===== config.mk =====
export PLATFORM = sky130hd
export DESIGN_NAME = apb_master_bridge
export DESIGN_NICKNAME = d
export VERILOG_FILES = /design/src/rtl/apb_master_bridge.sv
export SDC_FILE = /design/constraint.sdc
export NUM_CORES = 1
export LEC_CHECK = 0
export CORE_AREA = 2 2 123 125
export DETAILED_ROUTE_END_ITERATION = 6
export DIE_AREA = 0 0 125 127
export PLACE_DENSITY = 0.71
export SLEW_MARGIN = 20
export SYNTH_ARGS = -nofsm -noshare
export SYNTH_HDL_FRONTEND = slang
export SYNTH_SLANG_ARGS = --single-unit

===== constraint.sdc =====
create_clock -name PCLK -period 1.6 [get_ports PCLK]
set_input_delay 0.32 -clock PCLK [delete_from_list [all_inputs] [get_ports PCLK]]
set_output_delay 0.32 -clock PCLK [all_outputs]
set_load 0.005 [all_outputs]

===== src/rtl/apb_master_bridge.sv =====
// APB5 requester: turns a valid/ready command stream into SETUP/ACCESS transfers
// and returns one registered response (read data, error, wait-state count) per command.
module apb_master_bridge #(
  parameter int ADDR_WIDTH = 32,
  parameter int DATA_WIDTH = 32,
  parameter int WAIT_WIDTH = 8
) (
  input  logic                    PCLK,
  input  logic                    PRESETn,
  input  logic                    cmd_valid,
  output logic                    cmd_ready,
  input  logic [ADDR_WIDTH-1:0]   cmd_addr,
  input  logic                    cmd_write,
  input  logic [DATA_WIDTH-1:0]   cmd_wdata,
  input  logic [DATA_WIDTH/8-1:0] cmd_strb,
  input  logic [2:0]              cmd_prot,
  output logic                    rsp_valid,
  input  logic                    rsp_ready,
  output logic [DATA_WIDTH-1:0]   rsp_rdata,
  output logic                    rsp_err,
  output logic [WAIT_WIDTH-1:0]   rsp_waits,
  output logic [ADDR_WIDTH-1:0]   PADDR,
  output logic [2:0]              PPROT,
  output logic                    PSEL,
  output logic                    PENABLE,
  output logic                    PWRITE,
  output logic [DATA_WIDTH-1:0]   PWDATA,
  output logic [DATA_WIDTH/8-1:0] PSTRB,
  input  logic                    PREADY,
  input  logic [DATA_WIDTH-1:0]   PRDATA,
  input  logic                    PSLVERR
);

  localparam int STRB_WIDTH = DATA_WIDTH / 8;

  typedef enum logic [1:0] {IDLE, SETUP, ACCESS} state_e;

  state_e                  state_q, state_d;
  logic [ADDR_WIDTH-1:0]   paddr_q, paddr_d;
  logic [2:0]              pprot_q, pprot_d;
  logic                    psel_q, psel_d;
  logic                    penable_q, penable_d;
  logic                    pwrite_q, pwrite_d;
  logic [DATA_WIDTH-1:0]   pwdata_q, pwdata_d;
  logic [STRB_WIDTH-1:0]   pstrb_q, pstrb_d;
  logic                    rsp_valid_q, rsp_valid_d;
  logic [DATA_WIDTH-1:0]   rsp_rdata_q, rsp_rdata_d;
  logic                    rsp_err_q, rsp_err_d;
  logic [WAIT_WIDTH-1:0]   rsp_waits_q, rsp_waits_d;
  logic [WAIT_WIDTH-1:0]   wait_cnt_q, wait_cnt_d;
  logic                    accept;
  logic                    complete;

  // Gated by PRESETn so cmd_ready also reads 0 while reset is asserted.
  assign cmd_ready = PRESETn && (state_q == IDLE) && (!rsp_valid_q || rsp_ready);
  assign accept    = cmd_valid && cmd_ready;
  assign complete  = (state_q == ACCESS) && psel_q && penable_q && PREADY;

  always_ff @(posedge PCLK or negedge PRESETn) begin
    if (!PRESETn) begin
      state_q <= IDLE;
    end else begin
      state_q <= state_d;
    end
  end

  always_comb begin
    state_d = state_q;
    case (state_q)
      IDLE:    if (accept) state_d = SETUP;
      SETUP:   state_d = ACCESS;
      ACCESS:  if (PREADY) state_d = IDLE;
      default: state_d = IDLE;
    endcase
  end

  always_comb begin
    paddr_d     = paddr_q;
    pprot_d     = pprot_q;
    psel_d      = psel_q;
    penable_d   = penable_q;
    pwrite_d    = pwrite_q;
    pwdata_d    = pwdata_q;
    pstrb_d     = pstrb_q;
    rsp_rdata_d = rsp_rdata_q;
    rsp_err_d   = rsp_err_q;
    rsp_waits_d = rsp_waits_q;
    wait_cnt_d  = wait_cnt_q;
    rsp_valid_d = rsp_valid_q;

    if (rsp_valid_q && rsp_ready) rsp_valid_d = 1'b0;

    case (state_q)
      IDLE: begin
        if (accept) begin
          psel_d    = 1'b1;
          penable_d = 1'b0;
          paddr_d   = cmd_addr;
          pwrite_d  = cmd_write;
          pprot_d   = cmd_prot;
          if (cmd_write) begin
            pwdata_d = cmd_wdata;
            pstrb_d  = cmd_strb;
          end else begin
            pstrb_d  = '0;
          end
        end
      end
      SETUP: begin
        penable_d  = 1'b1;
        wait_cnt_d = '0;
      end
      ACCESS: begin
        if (complete) begin
          psel_d      = 1'b0;
          penable_d   = 1'b0;
          rsp_valid_d = 1'b1;
          rsp_err_d   = PSLVERR;
          rsp_rdata_d = pwrite_q ? '0 : PRDATA;
          rsp_waits_d = wait_cnt_q;
        end else if (!PREADY && (wait_cnt_q != {WAIT_WIDTH{1'b1}})) begin
          wait_cnt_d = wait_cnt_q + 1'b1;
        end
      end
      default: begin
        psel_d    = 1'b0;
        penable_d = 1'b0;
      end
    endcase
  end

  always_ff @(posedge PCLK or negedge PRESETn) begin
    if (!PRESETn) begin
      paddr_q     <= '0;
      pprot_q     <= '0;
      psel_q      <= 1'b0;
      penable_q   <= 1'b0;
      pwrite_q    <= 1'b0;
      pwdata_q    <= '0;
      pstrb_q     <= '0;
      rsp_valid_q <= 1'b0;
      rsp_rdata_q <= '0;
      rsp_err_q   <= 1'b0;
      rsp_waits_q <= '0;
      wait_cnt_q  <= '0;
    end else begin
      paddr_q     <= paddr_d;
      pprot_q     <= pprot_d;
      psel_q      <= psel_d;
      penable_q   <= penable_d;
      pwrite_q    <= pwrite_d;
      pwdata_q    <= pwdata_d;
      pstrb_q     <= pstrb_d;
      rsp_valid_q <= rsp_valid_d;
      rsp_rdata_q <= rsp_rdata_d;
      rsp_err_q   <= rsp_err_d;
      rsp_waits_q <= rsp_waits_d;
      wait_cnt_q  <= wait_cnt_d;
    end
  end

  assign PADDR     = paddr_q;
  assign PPROT     = pprot_q;
  assign PSEL      = psel_q;
  assign PENABLE   = penable_q;
  assign PWRITE    = pwrite_q;
  assign PWDATA    = pwdata_q;
  assign PSTRB     = pstrb_q;
  assign rsp_valid = rsp_valid_q;
  assign rsp_rdata = rsp_rdata_q;
  assign rsp_err   = rsp_err_q;
  assign rsp_waits = rsp_waits_q;

endmodule


==> results.cfg, run 1 <==
[yosys]
synthesis.nets = 574
yosysWarnings = 0
syn_area_sq_mm = 0.00498
post_synth.cell_area_avg_sq_um = 10.8
synth.lib_cells_used.distinct = 28
ys_seq_elements = 126
synthCells = 463
ys_seq_area_share_pct = 63.3

[detailed_routing]
routed-via-count = 4258
antenna_violating_nets_post_route = 0
router_iterations_before_antenna_repair = 4
avg_vias_per_cell = 4.58
drt-total-wl_microns = 13800
detailedRoute.firstIterationViolations = 132
drt_drc_violations_left = 0
routed_wire_length_per_instance_microns = 14.8

[critical_path]
cp.buffers_inverters = 1
timing.critical_path.max_delay_family = simple AND/OR/NAND/NOR gates
slowest_delay_ns = 0.39
ff2ff_setup_slack_ns = -0.07
path_class = flip-flop to flip-flop
critPathLaunchType = flip-flop
path_cells = buf_6 > or3b_4 > a41o_4 > or3_1 > nand3_1
worst-endpoint-arrival_ns = 2.02
required_ns = 1.95
crit_path_max_fanout = 7
end_kind = flip-flop
timing.critical_path.slowest_stage_cell = sky130_fd_sc_hd__dfrtp_1

[placed_design]
io_buffers = 226
detailedPlacementHpwl_microns = 9620
gp_congestion = 0.821
placement.cell_area_sq_mm = 0.00765
place_inst = 878

[floorplan]
die_x_microns = 125
floorplan.initialDensity_pct = 34.6
rows = 44
core_sq_mm = 0.0144
dieHeight_microns = 127
io-pin-count = 227
floorplan_die_area_sq_mm = 0.0159

[pwr]
power_density_mw_per_mm2 = 1410
vdd.ir_drop.worst_mv = 0.808
fin_total_pwr_mw = 11.9
leakagePower_nw = 4.40

[final_layout]
stdcell_count = 929
nFillCells = 1215
areaGrowthSynthToFinish_pct = 69.3
final_nets = 843
number_of_diodes = 0
multiInputGateArea_sq_mm = 0.00180
fraction_of_final_layout_cells_sized_beyond_drive_strength_1_pct = 18.0
final-seq-area_sq_mm = 0.00315
area_of_all_placed_cells_without_fillers_sq_mm = 0.00844

[clock_tree]
cts_htree_levels = 4
clock_buffer_count_from_cts = 17
cts_tree = yes
clkTransAtPathRegs_ns = 0.05
clock_insertion_delay_worst_skew_ns = 0.41
root_buffer = sky130_fd_sc_hd__clkbuf_16
tritoncts_num_sinks = 126
clock_tree_buffer_depth = 2

[job]
cap_violations = 0

[sta]
tns_ns = -1.25
hold_viol_final = 0
final_max_slew_viol_count = 0
period_share_pct = 105
holdWs_ns = 0.000599
unrepaired_setup_endpoints_after_global_routing = true
clock_tree_skew_after_final_layout_ns = 0.00573
final.setup.worst_slack_ns = -0.0743
tightest_slew_ns = 0.507
maxSlewHeadroom_pct = 66.2
fmax_ghz = 0.597
final-setup-viol-count = 50
finalWorstPathRequiredPeriod_ns = 1.67

[global_route]
m1_gr_usage_pct = 20.1
grt_util_met2_pct = 29.4
overflow = 0
met3_usage_pct = 6.49
via_count_of_the_first_global_routing_pass = 4447
grt_max_degree = 94
initial_antenna_violation_count = 0
gr-usage-all-layers_pct = 17.5
grt_busiest_layer = met2
grt_first_pass_wirelength_microns = 22100

[hold_path]
holdCritPathClass = input port to asynchronous set/reset pin

[status]
violations_in_the_final_reports = negative setup slack
run_status = finished, violations left
-- synthesized netlist by cell type --
cell type | n | area (sq um)
sky130_fd_sc_hd__nand3_1 | 15 | 75.1
sky130_fd_sc_hd__nor2_1 | 2 | 7.51
sky130_fd_sc_hd__nand4_2 | 1 | 12.5
sky130_fd_sc_hd__clkbuf_1 | 14 | 52.6
sky130_fd_sc_hd__dfrtp_1 | 126 | 3150
sky130_fd_sc_hd__a41o_1 | 1 | 10.0
sky130_fd_sc_hd__o211ai_1 | 4 | 30.0
sky130_fd_sc_hd__buf_2 | 9 | 45.0
sky130_fd_sc_hd__or3_1 | 3 | 18.8
sky130_fd_sc_hd__nand2b_1 | 33 | 206
sky130_fd_sc_hd__inv_2 | 1 | 3.75
sky130_fd_sc_hd__and2b_1 | 1 | 7.51
sky130_fd_sc_hd__nand2_2 | 1 | 6.26
sky130_fd_sc_hd__mux2_1 | 1 | 11.3
sky130_fd_sc_hd__inv_1 | 2 | 7.51
sky130_fd_sc_hd__a21oi_1 | 2 | 10.0
sky130_fd_sc_hd__nand4_1 | 3 | 18.8
sky130_fd_sc_hd__nor2b_1 | 2 | 12.5
sky130_fd_sc_hd__ha_1 | 1 | 12.5
sky130_fd_sc_hd__and3_1 | 2 | 12.5
sky130_fd_sc_hd__nand2_1 | 154 | 578
sky130_fd_sc_hd__or3b_4 | 1 | 11.3
sky130_fd_sc_hd__xor2_1 | 1 | 8.76
sky130_fd_sc_hd__nand4b_1 | 1 | 8.76
sky130_fd_sc_hd__mux2_2 | 40 | 450
sky130_fd_sc_hd__or4_1 | 1 | 7.51
sky130_fd_sc_hd__and2_1 | 1 | 6.26
sky130_fd_sc_hd__o21ai_0 | 40 | 200
-- registers in the layout, indices dropped and copies added, names as in the netlist --
register,flops
rsp_rdata,32
PENABLE,1
PSEL,1
wait_cnt_q,8
rsp_valid,1
PSTRB,4
rsp_waits,8
PPROT,3
rsp_err,1
PWDATA,32
PADDR,32
PWRITE,1
state_q,2
-- repair_timing --
item | CTS | global route
cloned | 0 | 2
setup buffers | 11 | 5
resized for setup | 127 | 46
setup endpoints to repair | 100 | 137
hold buffers | 1 | 0
pin swaps | 4 | 4
hold endpoints to repair | 3 | 0
-- worst reg2reg max path: stages, from the launching register on --
cell                      delay (ns)
sky130_fd_sc_hd__dfrtp_1        0.39
sky130_fd_sc_hd__buf_6          0.12
sky130_fd_sc_hd__or3b_4         0.39
sky130_fd_sc_hd__a41o_4         0.28
sky130_fd_sc_hd__or3_1          0.34
sky130_fd_sc_hd__nand3_1        0.08
-- cells by family (layout without fill, tap and decap cells) --
group                      count (synthesis)  count (layout)  synth area share (%)
and+or+nand+nor                          221             221                  19.9
DFF                                      126             126                  63.3
AOI/OAI and AO/OA                         47              47                  5.02
muxes                                     41              41                  9.26
buffers and inverters                     26             308                  2.18
adders and majority gates                  1               1                 0.251
xor gates and xnor gates                   1               1                 0.176
-- stage by stage --
step | util, % | setup WS [ns]
final | 58.5 | -0.0743
after global routing | 58.5 | -0.146
after CTS | 57.0 | -0.0972
after detailed placement | 53.0 | -0.334
after global placement | 53.0 | -0.331
after floorplan | - | 0.0124
-- layout by cell type (no fill, tap or decap), drive strengths merged, types with 18 or more instances in the layout --
| cell type | n |
|---|---|
| o21ai | 40 |
| dlygate4sd2 | 96 |
| nand2b | 33 |
| nand2 | 155 |
| dlymetal6s2s | 18 |
| dfrtp | 126 |
| clkbuf | 29 |
| buf | 46 |
| mux2 | 41 |
| clkdlybuf4s50 | 109 |
-- final timing paths --
check,startpoint,depth (start not counted),to
max,state_q[0],5,wait_cnt_q[5]
min,PRESETn,2,rsp_rdata[7]
max reg2reg,state_q[0],5,wait_cnt_q[5]
min reg2reg,PSTRB[0],2,PSTRB[0]
max in group asynchronous,PRESETn,3,PADDR[11]
min in group PCLK,cmd_addr[2],3,PADDR[2]
-- where the power goes --
group | internal (mW) | switching, mW | total [mW]
clock network | 2.37 | 1.31 | 3.68
registers | 4.18 | 0.507 | 4.68
logic | 2.13 | 1.44 | 3.57
-- per-layer routing --
layer  up-vias  routed length [microns]
met5         -                        0
met4         0                      273
met3        23                     1010
met2       164                     6970
met1      2007                     5500
li1       2064                        -
-- area by class of cell --
type                            count  area share [%]
Sequential cell                   126            37.4
Inverter                            3           0.163
Clock inverter                      6           0.652
Timing Repair Buffer              273            31.6
Tap cell                          184            2.73
Clock buffer                       26            6.15
Multi-Input combinational cell    311            21.4
(Power assumes the default switching activity.)
==> inputs of run 2 (changes only) <==
--- a/config.mk
+++ b/config.mk
@@ -5,10 +5,11 @@
 export SDC_FILE = /design/constraint.sdc
 export NUM_CORES = 1
 export LEC_CHECK = 0
-export CORE_AREA = 2 2 123 125
+export CORE_AREA = 2 2 118 120
 export DETAILED_ROUTE_END_ITERATION = 6
-export DIE_AREA = 0 0 125 127
-export PLACE_DENSITY = 0.71
+export DIE_AREA = 0 0 120 122
+export GPL_TIMING_DRIVEN = 1
+export PLACE_DENSITY = 0.76
 export SLEW_MARGIN = 20
 export SYNTH_ARGS = -nofsm -noshare
 export SYNTH_HDL_FRONTEND = slang
==> run 2 against run 1 <==
  * The run still ends with negative setup slack left
  * Worst hold slack improved by 0.15 ns
  * Register-to-register slack lost 0.03 ns
  * Via count rose by 3.1%
  * Final cell count up 0.32%
  * Sequential share of layout area shrank 0.81 points
  * Flip-flop and latch count unchanged
  * Largest cell class unchanged
  * Power is 4.9% higher
  * Sequential power hardly changed
  * Combinational power is 5% higher
==> results.cfg, run 2 (synthesis gave the netlist of run 1 again) <==
[status]
run_status = finished, violations left
violations_in_the_final_reports = negative setup slack

[detailed_routing]
router_iterations_before_antenna_repair = 4
routed-via-count = 4390
drt_drc_violations_left = 0
avg_vias_per_cell = 4.71
detailedRoute.firstIterationViolations = 152
antenna_violating_nets_post_route = 0
drt-total-wl_microns = 14800
routed_wire_length_per_instance_microns = 15.9

[floorplan]
core_sq_mm = 0.0135
rows = 43
floorplan.initialDensity_pct = 36.9
die_x_microns = 120
io-pin-count = 227
dieHeight_microns = 122
floorplan_die_area_sq_mm = 0.0146

[pwr]
switchingPower_mw = 3.41
internal_power_of_the_cells_mw = 9.11
vdd.ir_drop.worst_mv = 0.886
combPwrFrac_pct = 30.1
power_density_mw_per_mm2 = 1450
leakagePower_nw = 4.57
swShare_pct = 27.2
p_seq_share_pct = 37.5
fin_total_pwr_mw = 12.5
share_clk_of_total_power_pct = 32.5

[final_layout]
final_nets = 850
fin_util_pct = 63.9
most-common-layout-cells = sky130_fd_sc_hd__nand2_1 (154), sky130_fd_sc_hd__dfrtp_1 (126), sky130_fd_sc_hd__clkdlybuf4s50_1 (109)
fraction_of_final_layout_cells_sized_beyond_drive_strength_1_pct = 19.0
layout.cells.most_common = sky130_fd_sc_hd__nand2_1
stdcell_count = 932
areaGrowthSynthToFinish_pct = 73.0
number_of_diodes = 0
nFillCells = 1071

[sta]
maxSlewHeadroom_pct = 43.1
final-setup-viol-count = 30
clock_tree_skew_after_final_layout_ns = 0.00782
finalWorstPathRequiredPeriod_ns = 1.70
final.setup.worst_slack_ns = -0.0995
hold_viol_final = 0
period_share_pct = 106
fmax_ghz = 0.588
unrepaired_setup_endpoints_after_global_routing = true
final_max_slew_viol_count = 0
tightest_slew_ns = 0.853

[global_route]
grt_first_pass_wirelength_microns = 23000
gr-usage-all-layers_pct = 20.4
overflow = 0
initial_antenna_violation_count = 0
grt_max_degree = 66
via_count_of_the_first_global_routing_pass = 4592

[clock_tree]
root_buffer = sky130_fd_sc_hd__clkbuf_16
clock_buffer_count_from_cts = 17
cts_tree = yes
tritoncts_num_sinks = 126
clkTransAtPathRegs_ns = 0.06
cts_htree_levels = 4
clock_insertion_delay_worst_skew_ns = 0.41
clock_tree_buffer_depth = 2

[job]
cap_violations = 0

[critical_path]
required_ns = 1.94
cp_common_cell = sky130_fd_sc_hd__buf_6
path_cells = buf_6 > or3b_4 > buf_6 > or4_4 > nand3_2
path_class = flip-flop to flip-flop
crit_path_max_fanout = 3
timing.critical_path.slowest_stage_cell = sky130_fd_sc_hd__or4_4
end_kind = flip-flop
critPathLaunchType = flip-flop
slowest_delay_ns = 0.51
worst-endpoint-arrival_ns = 2.04

[placed_design]
place_inst = 877
io_buffers = 226
preCtsSetupSlack_ns = -0.411
gp_congestion = 0.809
detailedPlacementHpwl_microns = 9960

[hold_path]
holdCritPathClass = input port to asynchronous set/reset pin
==> run 2: changes by cell type in the layout (fill, tap and decap cells not counted), sizes merged <==
cell	previous run	this run
clkinvlp	0	3
bufinv	1	3
inv	3	4
dlymetal6s2s	18	29
buf	46	56
clkbuf	29	24
dlygate4sd3	1	0
dlygate4sd2	96	86
clkinv	5	1
==> run 2: power by group through the flow <==
| stage | clock network, mW | registers [mW] | logic [mW] |
|---|---|---|---|
| floorplan | 0 | 4.83 | 1.10 |
| global placement | 0 | 4.71 | 3.87 |
| detailed placement | 0 | 4.78 | 3.96 |
| CTS | 4.16 | 4.70 | 3.78 |
| global route | 4.31 | 4.81 | 4.13 |
| finish | 4.07 | 4.69 | 3.76 |
==> run 2: what timing repair did <==
| action | in CTS | in global routing |
|---|---|---|
| gates resized for setup | 125 | 52 |
| gates cloned | 3 | 0 |
| hold buffers | 0 | 0 |
| endpoints found under the setup margin | 96 | 126 |
| buffers inserted | 17 | 6 |
| pin swaps | 7 | 7 |
==> run 2: worst max-delay path, delay by kind of cell (launching register included) <==
family	cells	cell delay (ns)
flip-flops	1	0.39
AND/OR/NAND/NOR	3	0.99
buffers and inverters	2	0.25
==> run 2: path summary, 6_finish.rpt <==
kind | slack (ns) | from | cells after the start | end
max | -0.1 | state_q[0] | 5 | wait_cnt_q[7]
min | 0.15 | PRESETn | 2 | PADDR[28]
max reg2reg | -0.1 | state_q[0] | 5 | wait_cnt_q[7]
min reg2reg | 0.47 | PADDR[3] | 2 | PADDR[3]
max in group asynchronous | 0.87 | PRESETn | 2 | PWDATA[10]
min in group PCLK | 0.44 | cmd_addr[7] | 3 | PADDR[7]
==> run 2: layout make-up <==
cell class,instances,area [sq um],area share (%)
multi-input cells,311,1810,20.9
clock buffers,24,512,5.93
clock inverters,8,126,1.47
well taps,180,225,2.61
flip-flops and latches,126,3150,36.6
inverters,3,13.8,0.160
repair buffers,280,2790,32.3
==> run 2: per-layer routing <==
metal	global-route usage (%)	vias up	routed length, microns
met1	23.1	2116	5740
li1	-	2078	-
met3	7.26	24	1180
met5	0	-	0
met2	35.3	172	7610
met4	8.09	0	270
==> run 2: metrics by stage <==
step           hold slack (ns)  instance area (sq um)  TNS [ns]
2_1_floorplan           0.0244                   4980         0
3_3_place_gp             0.451                   7650    -21.42
3_5_place_dp             0.460                   7650    -23.59
4_1_cts                  0.164                   8480     -2.72
5_1_grt                  0.198                   8630     -3.83
6_report                 0.146                   8630     -1.13
